[config.mk]
export PLATFORM = sky130hd
export DESIGN_NAME = fact_job_ctrl
export DESIGN_NICKNAME = d
export VERILOG_FILES = /design/src/rtl/fact_pkg.sv /design/src/rtl/fact_req_fifo.sv /design/src/rtl/fact_job_ctrl.sv
export SDC_FILE = /design/constraint.sdc
export NUM_CORES = 1
export LEC_CHECK = 0
export ABC_CLOCK_PERIOD_IN_PS = 3500
export BUFFER_PORTS_ARGS = -buffer_cell sky130_fd_sc_hd__buf_2
export CAP_MARGIN = 20
export CORE_MARGIN = 1.5
export CORE_UTILIZATION = 54
export DETAILED_ROUTE_END_ITERATION = 16
export GPL_TIMING_DRIVEN = 1
export HOLD_SLACK_MARGIN = 0.08
export PLACE_DENSITY = 0.91
export SETUP_SLACK_MARGIN = 0.1
export SYNTH_ARGS = -nofsm -noshare
export SYNTH_HDL_FRONTEND = slang
export SYNTH_SLANG_ARGS = --single-unit
[constraint.sdc]
create_clock -name clk -period 3.5 [get_ports clk]
set_clock_uncertainty 0.05 [all_clocks]
set_input_delay 0.35 -clock clk [delete_from_list [all_inputs] [get_ports clk]]
set_output_delay 0.35 -clock clk [all_outputs]
set_load 0.02 [all_outputs]
[src/rtl/fact_pkg.sv]
// fact_pkg: shared types and constants for the factorial job controller.
//   state_e   : controller FSM state (2 bits, same width as the engine's CS)
//   N_W_DEF   : default operand width
//   RES_W_DEF : default result width
//   MAX_N     : largest n whose factorial fits in 32 bits
package fact_pkg;

    typedef enum logic [1:0] {
        ST_IDLE   = 2'd0,
        ST_LAUNCH = 2'd1,
        ST_WAIT   = 2'd2,
        ST_HOLD   = 2'd3
    } state_e;

    localparam int N_W_DEF   = 4;
    localparam int RES_W_DEF = 32;
    localparam int MAX_N     = 12;

endpackage

[src/rtl/fact_req_fifo.sv]
// fact_req_fifo: synchronous request FIFO holding pending operands.
// Ports:
//   clk, rst        : clock, synchronous active-high reset
//   push, push_data : write request and operand (ignored when full)
//   pop             : read request (ignored when empty)
//   full, empty     : occupancy status
//   head            : oldest entry; a pushed entry appears here the next cycle
module fact_req_fifo #(
    parameter int DEPTH = 4,
    parameter int N_W   = 4
) (
    input  logic           clk,
    input  logic           rst,
    input  logic           push,
    input  logic [N_W-1:0] push_data,
    input  logic           pop,
    output logic           full,
    output logic           empty,
    output logic [N_W-1:0] head
);

    localparam int           AW      = $clog2(DEPTH);
    localparam logic [AW:0]  DEPTH_C = (AW+1)'(DEPTH);

    logic [N_W-1:0] mem_q [DEPTH];
    logic [N_W-1:0] mem_d [DEPTH];
    logic [AW-1:0]  wr_ptr_q, wr_ptr_d;
    logic [AW-1:0]  rd_ptr_q, rd_ptr_d;
    logic [AW:0]    count_q, count_d;
    logic           do_push, do_pop;

    assign full    = (count_q == DEPTH_C);
    assign empty   = (count_q == '0);
    assign head    = mem_q[rd_ptr_q];
    assign do_push = push && !full;
    assign do_pop  = pop && !empty;

    always_comb begin
        mem_d    = mem_q;
        wr_ptr_d = wr_ptr_q;
        rd_ptr_d = rd_ptr_q;
        if (do_push) begin
            mem_d[wr_ptr_q] = push_data;
            wr_ptr_d        = wr_ptr_q + 1'b1;
        end
        if (do_pop) begin
            rd_ptr_d = rd_ptr_q + 1'b1;
        end
        // Simultaneous push and pop leave the count unchanged.
        count_d = count_q + {{AW{1'b0}}, do_push} - {{AW{1'b0}}, do_pop};
    end

    always_ff @(posedge clk) begin
        if (rst) begin
            wr_ptr_q <= '0;
            rd_ptr_q <= '0;
            count_q  <= '0;
        end else begin
            wr_ptr_q <= wr_ptr_d;
            rd_ptr_q <= rd_ptr_d;
            count_q  <= count_d;
        end
    end

    // Storage needs no reset: only entries below count are ever read.
    always_ff @(posedge clk) begin
        mem_q <= mem_d;
    end

endmodule

[src/rtl/fact_job_ctrl.sv]
// fact_job_ctrl: sequences factorial jobs onto the `fact` engine.
// Requests are queued in fact_req_fifo, launched one at a time with a one-cycle
// fact_go pulse, and each engine Done is returned as an in-order response.
// Ports:
//   req_valid/req_ready/req_n          : request channel
//   fact_go/fact_in                    : engine launch and operand
//   fact_done/fact_error/fact_result   : engine completion
//   rsp_valid/rsp_ready/rsp_n/rsp_result/rsp_error : response channel
//   busy                               : FSM active or requests pending
//   dbg_state                          : current FSM state
//   timeout_flag                       : response was forced by WAIT timeout
// Handshakes: a transfer happens on a rising edge where valid && ready; the
// sender keeps valid and its data stable until that edge.
// Build option: FACT_TIMEOUT_EN adds the WAIT timeout counter, the
// TIMEOUT_CYCLES parameter and the timeout_flag port.
module fact_job_ctrl
    import fact_pkg::*;
#(
    parameter int DEPTH = 4,
    parameter int N_W   = N_W_DEF,
    parameter int RES_W = RES_W_DEF
`ifdef FACT_TIMEOUT_EN
    ,
    parameter int TIMEOUT_CYCLES = 64
`endif
) (
    input  logic             clk,
    input  logic             rst,
    input  logic             req_valid,
    output logic             req_ready,
    input  logic [N_W-1:0]   req_n,
    output logic             fact_go,
    output logic [N_W-1:0]   fact_in,
    input  logic             fact_done,
    input  logic             fact_error,
    input  logic [RES_W-1:0] fact_result,
    output logic             rsp_valid,
    input  logic             rsp_ready,
    output logic [N_W-1:0]   rsp_n,
    output logic [RES_W-1:0] rsp_result,
    output logic             rsp_error,
    output logic             busy,
    output state_e           dbg_state
`ifdef FACT_TIMEOUT_EN
    ,
    output logic             timeout_flag
`endif
);

    state_e           state_q, state_d;
    logic [N_W-1:0]   op_q, op_d;
    logic             rsp_valid_q, rsp_valid_d;
    logic [N_W-1:0]   rsp_n_q, rsp_n_d;
    logic [RES_W-1:0] rsp_result_q, rsp_result_d;
    logic             rsp_error_q, rsp_error_d;

    logic             fifo_push, fifo_pop, fifo_full, fifo_empty;
    logic [N_W-1:0]   fifo_head;

`ifdef FACT_TIMEOUT_EN
    localparam int            CW       = $clog2(TIMEOUT_CYCLES + 1);
    localparam logic [CW-1:0] TO_LIMIT = CW'(TIMEOUT_CYCLES);
    logic [CW-1:0] to_cnt_q, to_cnt_d;
    logic          timeout_flag_q, timeout_flag_d;
`endif

    assign req_ready = !fifo_full;
    assign fifo_push = req_valid && req_ready;

    fact_req_fifo #(
        .DEPTH (DEPTH),
        .N_W   (N_W)
    ) u_fifo (
        .clk       (clk),
        .rst       (rst),
        .push      (fifo_push),
        .push_data (req_n),
        .pop       (fifo_pop),
        .full      (fifo_full),
        .empty     (fifo_empty),
        .head      (fifo_head)
    );

    always_comb begin
        state_d      = state_q;
        op_d         = op_q;
        rsp_valid_d  = rsp_valid_q;
        rsp_n_d      = rsp_n_q;
        rsp_result_d = rsp_result_q;
        rsp_error_d  = rsp_error_q;
        fifo_pop     = 1'b0;
        fact_go      = 1'b0;
`ifdef FACT_TIMEOUT_EN
        to_cnt_d       = to_cnt_q;
        timeout_flag_d = timeout_flag_q;
`endif
        unique case (state_q)
            ST_IDLE: begin
                if (!fifo_empty) begin
                    fifo_pop = 1'b1;
                    op_d     = fifo_head;
                    state_d  = ST_LAUNCH;
                end
            end
            ST_LAUNCH: begin
                fact_go = 1'b1;
                state_d = ST_WAIT;
`ifdef FACT_TIMEOUT_EN
                to_cnt_d = '0;
`endif
            end
            ST_WAIT: begin
`ifdef FACT_TIMEOUT_EN
                to_cnt_d = to_cnt_q + 1'b1;
`endif
                // Done takes priority over a timeout in the same cycle.
                if (fact_done) begin
                    rsp_valid_d  = 1'b1;
                    rsp_n_d      = op_q;
                    rsp_error_d  = fact_error;
                    rsp_result_d = fact_error ? '0 : fact_result;
                    state_d      = ST_HOLD;
`ifdef FACT_TIMEOUT_EN
                    timeout_flag_d = 1'b0;
                end else if (to_cnt_q == TO_LIMIT) begin
                    rsp_valid_d    = 1'b1;
                    rsp_n_d        = op_q;
                    rsp_error_d    = 1'b1;
                    rsp_result_d   = '0;
                    timeout_flag_d = 1'b1;
                    state_d        = ST_HOLD;
`endif
                end
            end
            ST_HOLD: begin
                if (rsp_ready) begin
                    rsp_valid_d = 1'b0;
                    state_d     = ST_IDLE;
`ifdef FACT_TIMEOUT_EN
                    timeout_flag_d = 1'b0;
`endif
                end
            end
            default: state_d = ST_IDLE;
        endcase
    end

    always_ff @(posedge clk) begin
        if (rst) begin
            state_q      <= ST_IDLE;
            op_q         <= '0;
            rsp_valid_q  <= 1'b0;
            rsp_n_q      <= '0;
            rsp_result_q <= '0;
            rsp_error_q  <= 1'b0;
`ifdef FACT_TIMEOUT_EN
            to_cnt_q       <= '0;
            timeout_flag_q <= 1'b0;
`endif
        end else begin
            state_q      <= state_d;
            op_q         <= op_d;
            rsp_valid_q  <= rsp_valid_d;
            rsp_n_q      <= rsp_n_d;
            rsp_result_q <= rsp_result_d;
            rsp_error_q  <= rsp_error_d;
`ifdef FACT_TIMEOUT_EN
            to_cnt_q       <= to_cnt_d;
            timeout_flag_q <= timeout_flag_d;
`endif
        end
    end

    // The operand register drives the engine and stays put through WAIT.
    assign fact_in    = op_q;
    assign rsp_valid  = rsp_valid_q;
    assign rsp_n      = rsp_n_q;
    assign rsp_result = rsp_result_q;
    assign rsp_error  = rsp_error_q;
    assign busy       = (state_q != ST_IDLE) || !fifo_empty;
    assign dbg_state  = state_q;
`ifdef FACT_TIMEOUT_EN
    assign timeout_flag = timeout_flag_q;
`endif

endmodule

# Yosys cells after proc, flatten, opt, wreduce, memory -nomap -nowiden
# Cells that the tools add are included.
dict set report totals {
  regBits 67
  in_bits 42
  out_inout_bits 47
  elab_cells 62
}
dict set report op_classes {
  add_sub_neg 4
  order_cmp 3
  eq_ne 7
  n_mux 17
  n_bitwise 3
  n_reduce_logical 15
}
# cell n
set op_table {}
lappend op_table {{32-bit two-way mux} 1}
lappend op_table {{16-bit bitwise mux} 1}
lappend op_table {{4-bit two-way mux} 3}
lappend op_table {{4-bit binary-select mux with 2-bit select} 1}
lappend op_table {{4-bit demux with 2-bit select} 1}
lappend op_table {{2-bit one-hot mux with 4 select lines} 1}
lappend op_table {{3-bit greater-or-equal comparator, second input constant} 2}
lappend op_table {{2-bit two-way mux} 3}
lappend op_table {{2-bit != test, second input constant} 3}
lappend op_table {{2-bit NOT with 3-bit output} 2}
lappend op_table {{3-bit AND reduction} 2}
lappend op_table {{1-bit two-way mux} 5}
lappend op_table {{2-bit by 1-bit adder with 2-bit output, second input constant} 2}
lappend op_table {{2-bit equality test, second input constant} 2}
lappend op_table {{1-bit logical AND} 4}
lappend op_table {{2-bit AND reduction} 2}
lappend op_table {{2-bit nonzero test} 2}
lappend op_table {{3-bit by 1-bit adder with 3-bit output} 1}
lappend op_table {{3-bit equality test, second input constant} 1}
lappend op_table {{3-bit zero test} 1}
lappend op_table {{3-bit by 1-bit < comparator with 1-bit output, second input constant} 1}
lappend op_table {{3-bit by 1-bit subtractor with 3-bit output} 1}
lappend op_table {{2-bit by 1-bit equality test with 1-bit output, second input constant} 1}
lappend op_table {{1-bit zero test} 2}
lappend op_table {{4 further kinds} 4}

# Depth between registers and ports, before layout
dict set report depth {
  word_depth 6
  depth_mapped 12
}

# By module
# Synthesis repeated with hierarchy kept, for this count alone.
dict set report unflattened {
  cells_unflattened 276
  area_unflattened_um2 2831.5
}
# module instances cells_per_inst area_each_um2
set by_module_without_submodules {}
lappend by_module_without_submodules {fact_job_ctrl 1 208 1824.2}
lappend by_module_without_submodules {fact_req_fifo 1 68 1007.2}

# Worst setup path after synthesis
# Ideal clock, no wire load.
dict set report synth_timing {
  kind {flip-flop to flip-flop}
  start {register state_q[0], in the netlist dbg_state[0]}
  end {register u_fifo.count_q[2]}
  arrival_ps 2311
  required_ps 3372
  path_slack_ps 1061
  stages_incl_launch_ff 13
  n_path_buf 0
  synth_period_minus_slack_ps 2439
  cell_sequence {dfxtp_1 inv_1 ha_1 o31ai_4 inv_1 ha_1 inv_1 ha_1 inv_1 fa_1 xor2_1 and2_1 nor3_1}
}
dict set report synth_between {
  elab_chain_cells 4
}
# item line
set synth_lines {}
lappend synth_lines {{start, declared} fact_job_ctrl.sv:50} ;# state_e state_q, state_d;
lappend synth_lines {{start signal, assigned} fact_job_ctrl.sv:161} ;# state_q <= state_d;
lappend synth_lines {{2-bit zero test} fact_job_ctrl.sv:97} ;# unique case (state_q)
lappend synth_lines {{1-bit two-way mux} fact_job_ctrl.sv:97}
lappend synth_lines {{net fifo_pop} fact_job_ctrl.sv:57} ;# logic fifo_push, fifo_pop, fifo_full, fifo_empty;
lappend synth_lines {{1-bit logical AND} fact_req_fifo.sv:36} ;# assign do_pop = pop && !empty;
lappend synth_lines {{3-bit by 1-bit subtractor with 3-bit output} fact_req_fifo.sv:50} ;# count_d = count_q + {{AW{1'b0}}, do_push} - {{AW{1'b0}}, do_pop};
lappend synth_lines {{end signal, assigned} fact_req_fifo.sv:61} ;# count_q <= count_d;
lappend synth_lines {{end, declared} fact_req_fifo.sv:29} ;# logic [AW:0] count_q, count_d;
# The timed path passes the listed nets, and every way through them passes these cells.
# A chain may end at the register's enable or synchronous reset.

# Final worst setup path
# Ends and elaborated chain as after synthesis.

==> impl_metrics.tcl <==
set metrics [dict create \
    seqPwrFrac 0.433 \
    htree_levels 3 \
    cp.depth 12 \
    viasPerCell 5.22 \
    antenna_left 0 \
    slowest_stage "dfxtp_1" \
    synth_top_area_frac 0.370 \
    yosysMostFrequentCell "dfxtp_1" \
    cts.clk_slew.worst_paths_ps 70 \
    grt.overflow.total 0 \
    cts-resized-gates 0 \
    setup_viol 0 \
    cts_setup_buffers 0 \
    grt.total_usage 0.207 \
    drc_errors 0 \
    synth_common_cells "dfxtp_1, nand2_1, a21oi_1, nand3b_1, edfxtp_1" \
    holdCritPathClass "primary input to flip-flop" \
    irDropWorstVdd_mv 0.436 \
    synth_fa_ha_area_frac 0.0571 \
    post-route-min-period_ps 2550 \
    io_pins 89 \
    fin_crit_sh 0.728 \
    num_rows 25 \
    syn_inst 270 \
    yosys.area.top_type "dfxtp_1" \
    required_ps 3710 \
    synth_warnings 0 \
    worst_pin_slew_ps 872 \
    comb_power_share 0.299 \
    hp-start "req_n[3]" \
    cts.path.max_buffers 2 \
    grt_pass1_wl_mm 8.49 \
    muxShareOfSynthArea 0.0472 \
    crit_top_cell "inv_1" \
    cp.arrival_ps 2760 \
    power_frac_clock 0.268 \
    synthFlopType "dfxtp_1" \
    die_h_um 74.5 \
    reg2reg_depth 12 \
    drtPass1Iterations 4 \
    cts-buffers-inserted 9 \
    critical_path.cell_chain "inv_1, ha_1, o31ai_4, inv_1, ha_1, inv_1, ha_1, inv_1, fa_1, xor2_1, and2_1, nor3_1" \
    hold_ws_ps 179 \
    rsz0062_at_grt "false" \
    min_to "u_fifo.mem_q[11]$_DFFE_PP_" \
    gp_congestion 0.742 \
    cp-start-kind "flip-flop" \
    cts_tree "done" \
    min_delay_path_depth 1 \
    fin_nets 408 \
    crit_family "adder cells" \
    max_stage_delay_ps 400 \
    clock-root-buffer "clkbuf_8" \
    max_slew_margin 0.418 \
    synth_top_family_by_area "simple AND/OR/NAND/NOR gates" \
    worstPathMaxFanout 6 \
    numClockSinks 67 \
    core_region_area_um2 4820 \
    powerDensity_nw_per_um2 662 \
    end_kind "flip-flop" \
    n_antenna_cell 0 \
    synth-compound-area-share 0.102 \
    r2r_slack_ps 950 \
    hold_buffers 0 \
    first_global_vias 1946 \
    syn_area_um2 2760 \
    yosysUniqueCellTypes 28 \
    critPathBufInv 4 \
    wl_per_cell_um 13.4 \
    syn_to_final_growth_pct 23.9 \
    synth_nets 324 \
    dieArea_um2 5550 \
    swShare 0.334 \
    drive_gt1_frac 0.304 \
    total_power_mw 2.26 \
    syn-mean-instance-area_um2 10.2 \
    synth_xor_area_frac 0.00952 \
    path_class "flip-flop to flip-flop" \
    fin_cells 425 \
    power.internal_mw 1.51 \
    portBuffers 88 \
    switchingPower_uw 755 \
    drt_iter0_markers 130 \
    yosys.area_share.simple 0.198 \
    die_x_um 74.5 \
    vias 2219 \
    antenna_found_initial 0 \
    p_leak_nw 1.47 \
    clk_latency_ps 340 \
    ys_ff_latch 67 \
    dp.cells 410 \
    ys_seq_area_frac 0.544 \
    initial_core_util 0.573 \
    synth_edf_count 16 \
    r2r_end "u_fifo.count_q[2]$_SDFF_PP0_" \
    synth_area_leaders "dfxtp_1, edfxtp_1, nand3b_1" \
    tns_ps 0 \
    hold_viol_final 0 \
    drv_cap 0 \
    async_reset_ff_frac 0 \
    grt_max_degree 51 \
    max_freq_mhz 392 \
    reg2reg_from "dbg_state[0]$_SDFFE_PP0P_" \
    post-dp-hpwl_mm 3.85 \
    wl_mm 5.71 \
    status "finished clean" \
    slew_viol_final 0 \
]
## power by group through the flow
stage | registers, mW | clock network (mW) | logic [mW]
4_1_cts | 0.980 | 0.617 | 0.684
2_1_floorplan | 1.03 | 0 | 0.441
3_5_place_dp | 0.994 | 0 | 0.667
6_report | 0.979 | 0.606 | 0.678
5_1_grt | 0.992 | 0.653 | 0.744
3_3_place_gp | 0.989 | 0 | 0.637
## stage by stage
| stage | setup slack (ps) | cell area [µm²] | util |
|---|---|---|---|
| finish | 952 | 3420 | 0.710 |
| global route | 763 | 3420 | 0.710 |
| CTS | 939 | 3420 | 0.710 |
| detailed placement | 1050 | 3230 | 0.670 |
| global placement | 1140 | 3230 | 0.670 |
| floorplan | 1060 | 2760 | - |
## cell families after synthesis
kind of cell             count (synthesis)
buffers and inverters                   30
XOR/XNOR                                 3
AO/OA/AOI/OAI                           49
AND/OR/NAND/NOR                        101
flip-flops                              67
adder cells (fa/ha/maj)                 12
multiplexers                             8
## registers in the layout (all words and copies together) (netlist names)
signal / cells
u_fifo.rd_ptr_q: 2
rsp_error: 1
dbg_state: 2
rsp_result: 32
rsp_valid: 1
u_fifo.wr_ptr_q: 2
u_fifo.count_q: 3
fact_in: 4
rsp_n: 4
u_fifo.mem_q: 16
## per-layer routing
| layer | global-route usage | vias up | wire length [µm] |
|---|---|---|---|
| li1 | - | 1094 | - |
| met1 | 0.230 | 1034 | 2300 |
| met2 | 0.355 | 81 | 2920 |
| met3 | 0.0745 | 10 | 397 |
| met4 | 0.0970 | 0 | 95 |
| met5 | 0 | - | 0 |
## layout make-up
class | instances | area (µm²)
Multi-Input combinational cell | 173 | 1140
Clock inverter | 1 | 5.00
Sequential cell | 67 | 1500
Tap cell | 67 | 83.8
Timing Repair Buffer | 90 | 455
Clock buffer | 14 | 184
Fill cell | 385 | 1400
Inverter | 13 | 48.8
## cell usage in the layout (no fill, tap or decap), types with 2 or more instances in the layout
master    count
buf_2        88
ha_1         11
a21oi_1      40
nand3b_1     32
mux2i_1       4
xor2_1        3
and2_1        2
nor2_1        9
nor2b_1       3
buf_4         2
clkbuf_8     11
dfxtp_1      51
nand2_1      44
nor3_1        2
mux4_2        4
nand3_1       2
and3_1        4
edfxtp_1     16
o21ai_0       3
clkbuf_1      2
inv_1        13
o311ai_0      2
## how the worst max path moves through the flow
stage | to | start
3_5_place_dp | u_fifo.count_q[2]$_SDFF_PP0_ | dbg_state[0]$_SDFFE_PP0P_
2_1_floorplan | u_fifo.count_q[2]$_SDFF_PP0_ | dbg_state[0]$_SDFFE_PP0P_
4_1_cts | u_fifo.count_q[2]$_SDFF_PP0_ | dbg_state[0]$_SDFFE_PP0P_
6_report | u_fifo.count_q[2]$_SDFF_PP0_ | dbg_state[0]$_SDFFE_PP0P_
3_3_place_gp | u_fifo.count_q[2]$_SDFF_PP0_ | dbg_state[0]$_SDFFE_PP0P_
5_1_grt | u_fifo.count_q[2]$_SDFF_PP0_ | dbg_state[0]$_SDFFE_PP0P_
(Power assumes the default switching activity.)
